File: config.mk
export PLATFORM = sky130hd
export DESIGN_NAME = fetch_stage
export DESIGN_NICKNAME = d
export VERILOG_FILES = /design/src/rtl/cpu_pkg.sv /design/src/rtl/if_id_reg.sv /design/src/rtl/fetch_stage.sv
export SDC_FILE = /design/constraint.sdc
export NUM_CORES = 1
export LEC_CHECK = 0
export CORE_ASPECT_RATIO = 0.7
export CORE_MARGIN = 10
export CORE_UTILIZATION = 50
export CTS_BUF_LIST = sky130_fd_sc_hd__clkbuf_8
export CTS_CLUSTER_SIZE = 40
export DETAILED_ROUTE_END_ITERATION = 12
export DONT_BUFFER_PORTS = 1
export PLACE_DENSITY_LB_ADDON = 0.3
export SYNTH_ARGS = -nofsm -noshare
export SYNTH_HDL_FRONTEND = slang
export SYNTH_SLANG_ARGS = --single-unit
export TNS_END_PERCENT = 10
File: constraint.sdc
create_clock -name clk -period 3.8 [get_ports clk]
set_input_delay 0.38 -clock clk [delete_from_list [all_inputs] [get_ports clk]]
set_output_delay 0.38 -clock clk [all_outputs]
set_load 0.03 [all_outputs]
File: src/rtl/cpu_pkg.sv
// Shared CPU definitions: datapath width, instruction size, reset PC, the NOP
// word, and the IF/ID pipeline-register layout.
package cpu_pkg;

    localparam int XLEN        = 32;
    localparam int INSTR_BYTES = 4;

    localparam logic [XLEN-1:0] NOP_INSTR        = 32'hE1A0_0000;
    localparam logic [XLEN-1:0] RESET_PC_DEFAULT = 32'h0000_0000;

    typedef struct packed {
        logic [XLEN-1:0] instr;
        logic [XLEN-1:0] pc;
        logic [XLEN-1:0] pc_plus4;
        logic [XLEN-1:0] pc_plus8;
        logic            valid;
    } if_id_t;

    // Offsets wrap modulo 2^XLEN.
    function automatic logic [XLEN-1:0] pc_add(input logic [XLEN-1:0] pc, input int bytes);
        return pc + XLEN'(bytes);
    endfunction

    // Instructions are word aligned, so the low two address bits are dropped.
    function automatic logic [XLEN-1:0] word_align(input logic [XLEN-1:0] addr);
        return addr & ~XLEN'(INSTR_BYTES - 1);
    endfunction

endpackage

File: src/rtl/if_id_reg.sv
// Pipeline register for one instruction and its PC values. Flush takes priority
// over stall, which takes priority over a normal load.
module if_id_reg
    import cpu_pkg::*;
#(
    parameter logic [XLEN-1:0] RESET_PC = RESET_PC_DEFAULT,
    parameter logic [XLEN-1:0] NOP_WORD = NOP_INSTR
) (
    input  logic            clk,
    input  logic            reset_n,
    input  logic            stall,
    input  logic            flush,
    input  logic [XLEN-1:0] instr_in,
    input  logic [XLEN-1:0] pc_in,
    output logic [XLEN-1:0] instr_out,
    output logic [XLEN-1:0] pc_out,
    output logic [XLEN-1:0] pc_plus4_out,
    output logic [XLEN-1:0] pc_plus8_out,
    output logic            valid_out
);

    if_id_t stage_q;
    if_id_t stage_d;

    always_comb begin
        stage_d = stage_q;
        if (flush) begin
            // A flushed slot still carries the PC values of the squashed fetch.
            stage_d.instr    = NOP_WORD;
            stage_d.pc       = pc_in;
            stage_d.pc_plus4 = pc_add(pc_in, INSTR_BYTES);
            stage_d.pc_plus8 = pc_add(pc_in, 2 * INSTR_BYTES);
            stage_d.valid    = 1'b0;
        end else if (!stall) begin
            stage_d.instr    = instr_in;
            stage_d.pc       = pc_in;
            stage_d.pc_plus4 = pc_add(pc_in, INSTR_BYTES);
            stage_d.pc_plus8 = pc_add(pc_in, 2 * INSTR_BYTES);
            stage_d.valid    = 1'b1;
        end
    end

    always_ff @(posedge clk) begin
        if (!reset_n) begin
            stage_q.instr    <= NOP_WORD;
            stage_q.pc       <= RESET_PC;
            stage_q.pc_plus4 <= pc_add(RESET_PC, INSTR_BYTES);
            stage_q.pc_plus8 <= pc_add(RESET_PC, 2 * INSTR_BYTES);
            stage_q.valid    <= 1'b0;
        end else begin
            stage_q <= stage_d;
        end
    end

    assign instr_out    = stage_q.instr;
    assign pc_out       = stage_q.pc;
    assign pc_plus4_out = stage_q.pc_plus4;
    assign pc_plus8_out = stage_q.pc_plus8;
    assign valid_out    = stage_q.valid;

endmodule

File: src/rtl/fetch_stage.sv
// Instruction fetch: owns the PC, addresses the asynchronous ROM and fills IF/ID.
// Define FETCH_PERF_CNT_EN to add the fetch_cnt / stall_cnt performance counters.
module fetch_stage
    import cpu_pkg::*;
#(
    parameter logic [31:0] RESET_PC  = RESET_PC_DEFAULT,
    parameter logic [31:0] NOP_INSTR = cpu_pkg::NOP_INSTR
) (
    input  logic        clk,
    input  logic        reset_n,
    input  logic        stall_f,
    input  logic        flush_d,
    input  logic        branch_taken_e,
    input  logic [31:0] branch_target_e,
    output logic [31:0] imem_addr,
    input  logic [31:0] imem_rdata,
    output logic [31:0] instr_d,
    output logic [31:0] pc_d,
    output logic [31:0] pc_plus4_d,
    output logic [31:0] pc_plus8_d,
`ifdef FETCH_PERF_CNT_EN
    output logic [31:0] fetch_cnt,
    output logic [31:0] stall_cnt,
`endif
    output logic        valid_d
);

    logic [31:0] pc_f_q;
    logic [31:0] pc_f_d;
    logic        if_id_flush;

    // A redirect squashes the wrong-path fetch even while the stage is stalled.
    assign if_id_flush = flush_d | branch_taken_e;

    always_comb begin
        pc_f_d = pc_f_q;
        if (branch_taken_e) begin
            pc_f_d = word_align(branch_target_e);
        end else if (!stall_f) begin
            pc_f_d = pc_add(pc_f_q, INSTR_BYTES);
        end
    end

    always_ff @(posedge clk) begin
        if (!reset_n) begin
            pc_f_q <= RESET_PC;
        end else begin
            pc_f_q <= pc_f_d;
        end
    end

    assign imem_addr = pc_f_q;

    if_id_reg #(
        .RESET_PC (RESET_PC),
        .NOP_WORD (NOP_INSTR)
    ) u_if_id (
        .clk          (clk),
        .reset_n      (reset_n),
        .stall        (stall_f),
        .flush        (if_id_flush),
        .instr_in     (imem_rdata),
        .pc_in        (pc_f_q),
        .instr_out    (instr_d),
        .pc_out       (pc_d),
        .pc_plus4_out (pc_plus4_d),
        .pc_plus8_out (pc_plus8_d),
        .valid_out    (valid_d)
    );

`ifdef FETCH_PERF_CNT_EN
    logic [31:0] fetch_cnt_q;
    logic [31:0] fetch_cnt_d;
    logic [31:0] stall_cnt_q;
    logic [31:0] stall_cnt_d;

    always_comb begin
        fetch_cnt_d = fetch_cnt_q;
        stall_cnt_d = stall_cnt_q;
        if (!if_id_flush && !stall_f) begin
            fetch_cnt_d = fetch_cnt_q + 32'd1;
        end
        if (stall_f && !branch_taken_e) begin
            stall_cnt_d = stall_cnt_q + 32'd1;
        end
    end

    always_ff @(posedge clk) begin
        if (!reset_n) begin
            fetch_cnt_q <= '0;
            stall_cnt_q <= '0;
        end else begin
            fetch_cnt_q <= fetch_cnt_d;
            stall_cnt_q <= stall_cnt_d;
        end
    end

    assign fetch_cnt = fetch_cnt_q;
    assign stall_cnt = stall_cnt_q;
`endif

endmodule

# After elaboration in Yosys (flattened, before gate mapping)
# Cells that the tools add are included.
# W data, S select, Z words.
[classes]
n_reduce_logical = 2
muxes = 4
n_addsub = 2
bitwise = 2
eq_ne = 2
[ops]
columns = ["cell", "count"]
rows = [
  ["$mux W97", 2],
  ["$mux W32", 2],
  ["$add A32 B3 Y32 const B", 1],
  ["$add A32 B4 Y32 const B", 1],
  ["$ne A2 B1 Y1 const B", 2],
  ["$reduce_or A2 Y1", 2],
  ["$not A1 Y1", 1],
  ["$or A1 B1 Y1", 1],
]
[word_totals]
output_inout_bits = 161
regBits = 161

# Depth between registers and ports, before layout
# Gate-level depths: netlist of run 1.
[depth]
depth_word = 3
ltp_mapped = 7
ltp_nobuf = 5

# Cells and area by module
# A second synthesis of run 1 with hierarchy kept.
[unflattened]
cells_unflattened = 862
area_unflattened_um2 = 7248.2
[by_module_without_submodules]
columns = ["module", "seq_area_each_um2", "cells_each", "area_per_inst_um2", "instances"]
rows = [
  ["if_id_reg", 2482.4, 641, 5460.2, 1],
  ["fetch_stage", 600.6, 221, 1788.0, 1],
]

# Least setup slack after synthesis of run 1
# OpenSTA, ideal clock, no wires.
[synth_timing]
path_type = "reg2reg"
start = "register pc_f_q[2] (netlist: imem_addr[2])"
end = "register pc_f_q[22] (netlist: imem_addr[22])"
setup_ps = 122
t_arrival_ps = 2233
period_less_slack_ps = 2354
n_path_buf = 1
path_stages_with_launch = 7
slack_ps = 1446
cell_sequence = "dfxtp_1 -> ha_1 -> nand3_1 -> or4_1 -> clkbuf_1 -> o31a_1 -> o311a_1"
[synth_between]
elab_chain_len = 3
[synth_rtl]
columns = ["item", "line_no", "rtl"]
rows = [
  ["from (decl)", "fetch_stage.sv:28", "logic [31:0] pc_f_q;"],
  ["from (signal assigned)", "fetch_stage.sv:48", "pc_f_q <= pc_f_d;"],
  ["$add A32 B3 Y32", "cpu_pkg.sv:21", "return pc + XLEN'(bytes);"],
  ["$mux W32", "fetch_stage.sv:39", "end else if (!stall_f) begin"],
  ["$mux W32", "fetch_stage.sv:37", "if (branch_taken_e) begin"],
]
# No other way between the ends. The select of a mux whose other input is x is not followed.
# A chain may end at the register's enable or synchronous reset.

# Worst setup path after layout of run 1
[layout_timing]
start = "register pc_f_q[3] (netlist: imem_addr[3])"
end = "register u_if_id.stage_q, in the netlist u_if_id.pc_plus8_out[31]"
[layout_between]
elab_chain_len = 3
[layout_rtl]
columns = ["item", "line_no", "rtl"]
rows = [
  ["$add A32 B4 Y32 (*)", "cpu_pkg.sv:21", ""],
  ["$mux W97", "if_id_reg.sv:34", "end else if (!stall) begin"],
  ["$mux W97 (*)", "if_id_reg.sv:27", "if (flush) begin"],
  ["to (signal assigned)", "if_id_reg.sv:51", "stage_q <= stage_d;"],
  ["to (decl)", "if_id_reg.sv:22", "if_id_t stage_q;"],
]
# Every way passes the cells marked *; elsewhere a longest branch is shown, timed or not. The select of a mux whose other input is x is not followed.

==> impl_metrics.yaml, run 1 <==
outcome:
  status: "finished, final reports clean"
synthesis:
  yosysSeqAreaShare: 0.436
  synth_edf_count: 0
  yosysUniqueCellTypes: 50
  synth_top_family_by_area: "simple AND/OR/NAND/NOR gates"
  synthFlopType: "dfxtp_1"
  synth_top_area_frac: 0.436
  synthMuxAreaShare: 0.0502
  synth_area_per_cell_um2: 8.37
  async_reset_ff_frac: 0
  yosys.area_share.simple: 0.219
  ys_top_cells_by_count: "dfxtp_1, nand2_1, o21ai_0"
  syn-instance-count: 834
  netlist_top_cells_area: "dfxtp_1, o21ai_0, mux2i_1, nand2_1, a21oi_1"
  yosysWarnings: 0
  synth-xor-area-share: 0.0452
  synth_top_area_cell: "dfxtp_1"
  ys_seq_elements: 152
  synth_fa_ha_area_frac: 0.00359
  synth_compound_area_frac: 0.178
  synth_most_common_cell: "dfxtp_1"
  syn_area_mm2: 0.00698
floorplanning:
  fp-row-count: 36
  design.portCount: 230
  die_w_um: 161
  initial_core_util: 0.506
  die_area_mm2: 0.0192
  die_h_um: 119
  core_area_mm2: 0.0138
critical_path:
  r2r_cells: 5
  timing.rr.start: "imem_addr[3]"
  cpPeakStageDelay_ns: 0.71
  worstPathArrival_ns: 3.25
  cp_top_family: "simple AND/OR/NAND/NOR gates"
  worstPathRequired_ns: 4.17
  start_kind: "flop"
  path_buf_inv: 0
  cp_cell_sequence: "ha_1 -> nand3_2 -> or4_4 -> or4_1 -> a31oi_1"
  cp-end-kind: "flop"
  r2r_end: "u_if_id.pc_plus8_out[31]"
  crit_fanout: 13
  r2r_setup_slack_ns: 0.92
  slowest_stage: "or4_4"
  criticalPathCategory: "flop to flop"
timing:
  slew_headroom: 0.299
  max_freq_mhz: 347
  setup_slack_ns: 0.917
  hold_viol: 0
  maxSlewViolCount: 0
  setup_violations: 0
  finClkSkew_ns: 0.0203
  setup_tns_ns: 0
  worstMarginPinSlew_ns: 1.05
  timing.hold.ws_ns: 0.0379
  finalCriticalPeriod_ns: 2.88
  period_share: 0.759
  rsz0062_at_grt: "no"
final_layout:
  finalNonFillerCells: 990
  final_util: 0.535
  synthToLayoutAreaGrowth_pct: 5.65
  nets: 857
  final_area_mm2: 0.00737
  drive_gt1_frac: 0.0801
place:
  post-dp-hpwl_um: 15500
  post_dp_cell_area_mm2: 0.00694
  place_ws_ns: 0.967
  globalplace.congestion: 0.818
  io_buffers: 0
  dp_cells: 955
drt:
  first_iter_violations: 616
  vias: 6106
  wire_per_inst_um: 22.1
  via_per_inst: 6.17
  drt-total-wl_um: 21800
  drc: 0
  first_pass_iters: 5
  final_antenna_net_count: 0
global_route:
  overflow: 0
  grt_pass1_wl_um: 33500
  grt_max_degree: 74
  grt.total_usage: 0.216
  antenna_found_initial: 3
  first_global_vias: 5667
cts:
  cts.htree.levels: 4
  cts.reportedPaths.clkPinSlew_ns: 0.10
  cts_max_path_buffers: 2
  cts-root-buf: "clkbuf_8"
  clock_latency_ns: 0.44
  cts_resized: 0
  cts_tree: "yes"
  clkSinkCount: 152
  cts_buffers: 17
power_and_ir_drop:
  vdd_drop_max_v: 0.000224
  p_per_area_mw_per_mm2: 479
  leakage_nw: 2.52
  total_power_mw: 3.53
flow_run:
  drv_cap: 0
worst_hold_path:
  hold_depth: 1
  holdPathEnd: "u_if_id.valid_out"
  min_path_type: "primary input to flop"
  min_from: "stall_f"
## repair_timing
item	4_1_cts	5_1_grt
setup endpoints to repair	0	0
hold buffers	1	1
endpoints found under the hold margin	1	1
buffers inserted	0	0
## registers in the layout, summed over array words and instances (netlist names)
register,cells
u_if_id.pc_out,29
u_if_id.pc_plus4_out,30
imem_addr,30
u_if_id.valid_out,1
u_if_id.instr_out,32
u_if_id.pc_plus8_out,30
## worst reg2reg max path, stage by stage (launching register included)
cell,delay [ns]
dfxtp_1,0.69
ha_1,0.40
nand3_2,0.29
or4_4,0.72
or4_1,0.54
a31oi_1,0.19
## cells in the final DEF (no fill, tap or decap), drive strengths merged, types with 24 or more instances in the layout
cell type and count:
a21oi 65, a31oi 24, dfxtp 152, mux2i 35, nand2 89, nand3 31, nor2 63, o21ai 83
or3 24, xnor2 33
## layer usage
| layer | global-route usage | vias up | routed length [um] |
|---|---|---|---|
| met5 | 0 | - | 34 |
| met3 | 0.0998 | 18 | 2660 |
| li1 | - | 2870 | - |
| met4 | 0.0488 | 4 | 194 |
| met1 | 0.277 | 2932 | 9020 |
| met2 | 0.326 | 282 | 9930 |
## worst max path at each step
stage                        from                       end  depth (start not counted)
detailed placement   imem_addr[3]  u_if_id.pc_plus8_out[31]                          5
floorplan            imem_addr[2]             imem_addr[22]                          6
finish               imem_addr[3]  u_if_id.pc_plus8_out[31]                          5
global route         imem_addr[3]  u_if_id.pc_plus8_out[31]                          5
global placement    imem_addr[10]             imem_addr[31]                          4
CTS                  imem_addr[3]  u_if_id.pc_plus8_out[31]                          5
## logic make-up (layout without fill, tap and decap cells)
family	Yosys count	count (layout)
AND/OR/NAND/NOR	295	295
AO/OA/AOI/OAI	215	215
flip-flops	152	152
buffers and inverters	98	56
XOR/XNOR	36	36
multiplexers	35	35
adder cells (fa/ha/maj)	2	2
other	1	9
## cell type report
class                   count  area (um^2)
inverters                   5         18.8
diodes                      1         2.50
multi-input cells         591         3500
fillers                  1301         6410
clock buffers              17          234
clock inverters            15          180
flip-flops and latches    152         3040
well taps                 190          238
repair buffers             19          160
## report_power, final
part	leakage, nW	internal [mW]	switching (mW)	total [mW]
sequential	1.25	1.68	0.269	1.94
clock	0.214	0.616	0.700	1.32
combinational	1.05	0.109	0.163	0.272
No activity file was read; power rests on OpenSTA's default activity.
==> run 2, diff against run 1 <==
clock period = 2.7 ns   (was 3.8 ns; I/O delays follow)
==> run 2 against run 1 <==
  * Clock skew decreased by 0.0083 ns
  * Clock power increased by 45%
  * Final area increased by 10%
  * Sequential share of layout area decreased by 3.8 points
  * Global-route usage increased by 2.5 points
==> impl_metrics.yaml, run 2 (synthesized netlist as in run 1, its figures left out) <==
outcome:
  status: "finished, final reports clean"
final_layout:
  final_cell_mix: "dfxtp_1, nand2_1, o21ai_0"
  final_util: 0.590
  drive_gt1_frac: 0.109
  largest_register_ffs: 32
  final_common_cell: "dfxtp_1"
  multi_input_area_mm2: 0.00350
  synthToLayoutAreaGrowth_pct: 16.4
  final_area_mm2: 0.00813
  finalNonFillerCells: 1070
  nets: 937
  ff_latch_area_mm2: 0.00304
  n_fill_cell: 1218
floorplanning:
  initial_core_util: 0.506
  die_h_um: 119
  design.portCount: 230
  fp-row-count: 36
  die_w_um: 161
  die_area_mm2: 0.0192
  core_area_mm2: 0.0138
cts:
  cts-root-buf: "clkbuf_8"
  clock_latency_ns: 0.47
  cts.reportedPaths.clkPinSlew_ns: 0.09
  cts_buffers: 17
  cts_tree: "yes"
  cts_resized: 0
  ctsHoldBuffers: 52
  cts.htree.levels: 4
  clkSinkCount: 152
  post_cts_buffers: 0
  cts_max_path_buffers: 2
timing:
  maxSlewViolCount: 0
  worstMarginPinSlew_ns: 0.873
  rsz0062_at_grt: "no"
  setup_tns_ns: 0
  finClkSkew_ns: 0.0120
  finalCriticalPeriod_ns: 2.38
  setup_violations: 0
  max_freq_mhz: 421
  setup_slack_ns: 0.323
  timing.hold.ws_ns: 0.0121
  slew_headroom: 0.417
  period_share: 0.881
  hold_viol: 0
global_route:
  grt.total_usage: 0.241
  overflow: 0
  grt_max_degree: 66
  first_global_vias: 6145
  grt_pass1_wl_um: 37100
  antenna_found_initial: 2
drt:
  wire_per_inst_um: 22.5
  vias: 6509
  final_antenna_net_count: 0
  drc: 0
  via_per_inst: 6.08
  first_pass_iters: 5
  first_iter_violations: 769
  drt-total-wl_um: 24100
critical_path:
  startpoint: "imem_addr[3]"
  criticalPathCategory: "flop to flop"
  crit_fanout: 17
  start_kind: "flop"
  worstPathRequired_ns: 3.10
  r2r_setup_slack_ns: 0.32
  timing.rr.start: "imem_addr[3]"
  cp-end-kind: "flop"
  worstPathArrival_ns: 2.77
flow_run:
  drv_cap: 0
place:
  globalplace.congestion: 0.904
  dp_cells: 985
  place_ws_ns: 0.368
  post_dp_cell_area_mm2: 0.00715
  post-dp-hpwl_um: 16600
  io_buffers: 0
worst_hold_path:
  min_from: "branch_target_e[13]"
  min_path_type: "primary input to flop"
power_and_ir_drop:
  total_power_mw: 5.17
  leakage_nw: 2.87
  vdd_drop_max_v: 0.000473
  p_per_area_mw_per_mm2: 636
==> run 2: cell types whose count changed in the layout (fill, tap and decap cells not counted), moves of 2 or more <==
cell           change
dlygate4sd3_1     +48
buf_4             +31
inv_6              -2
inv_8              -2
==> run 2: where the power goes <==
| part | leakage (nW) | internal, mW | switching, mW |
|---|---|---|---|
| sequential | 1.25 | 2.36 | 0.298 |
| combinational | 1.40 | 0.225 | 0.369 |
| clock | 0.218 | 0.964 | 0.953 |
| total | 2.87 | 3.55 | 1.62 |
==> run 2: layout make-up <==
type / count / share of cell area
sequential: 152 / 0.374
antenna: 1 / 0.000308
tap: 190 / 0.0293
clock buffer: 18 / 0.0305
timing repair buffer: 99 / 0.110
multi-input combinational: 591 / 0.430
clock inverter: 14 / 0.0229
inverter: 5 / 0.00231
==> run 2: path summary, 6_finish.rpt <==
check,end,depth (start not counted)
worst min-delay path,imem_addr[13],2
worst min register to register,u_if_id.pc_out[21],2
worst max register to register,imem_addr[31],5
worst max-delay path,imem_addr[31],5
==> run 2: routing by layer <==
layer,share of wire,vias to the layer above,wire [um],track usage
met1,0.41,3102,9800,0.308
li1,-,3030,-,-
met5,0.00029,-,7,0
met3,0.13,38,3090,0.107
met2,0.45,337,10800,0.362
met4,0.019,2,464,0.0692
==> run 2: critical path, cell delays in order (launching register included) <==
cell,delay [ns]
dfxtp_1,0.36
ha_1,0.29
nand4_1,0.19
or4_1,0.71
or4_1,0.59
a31oi_1,0.16
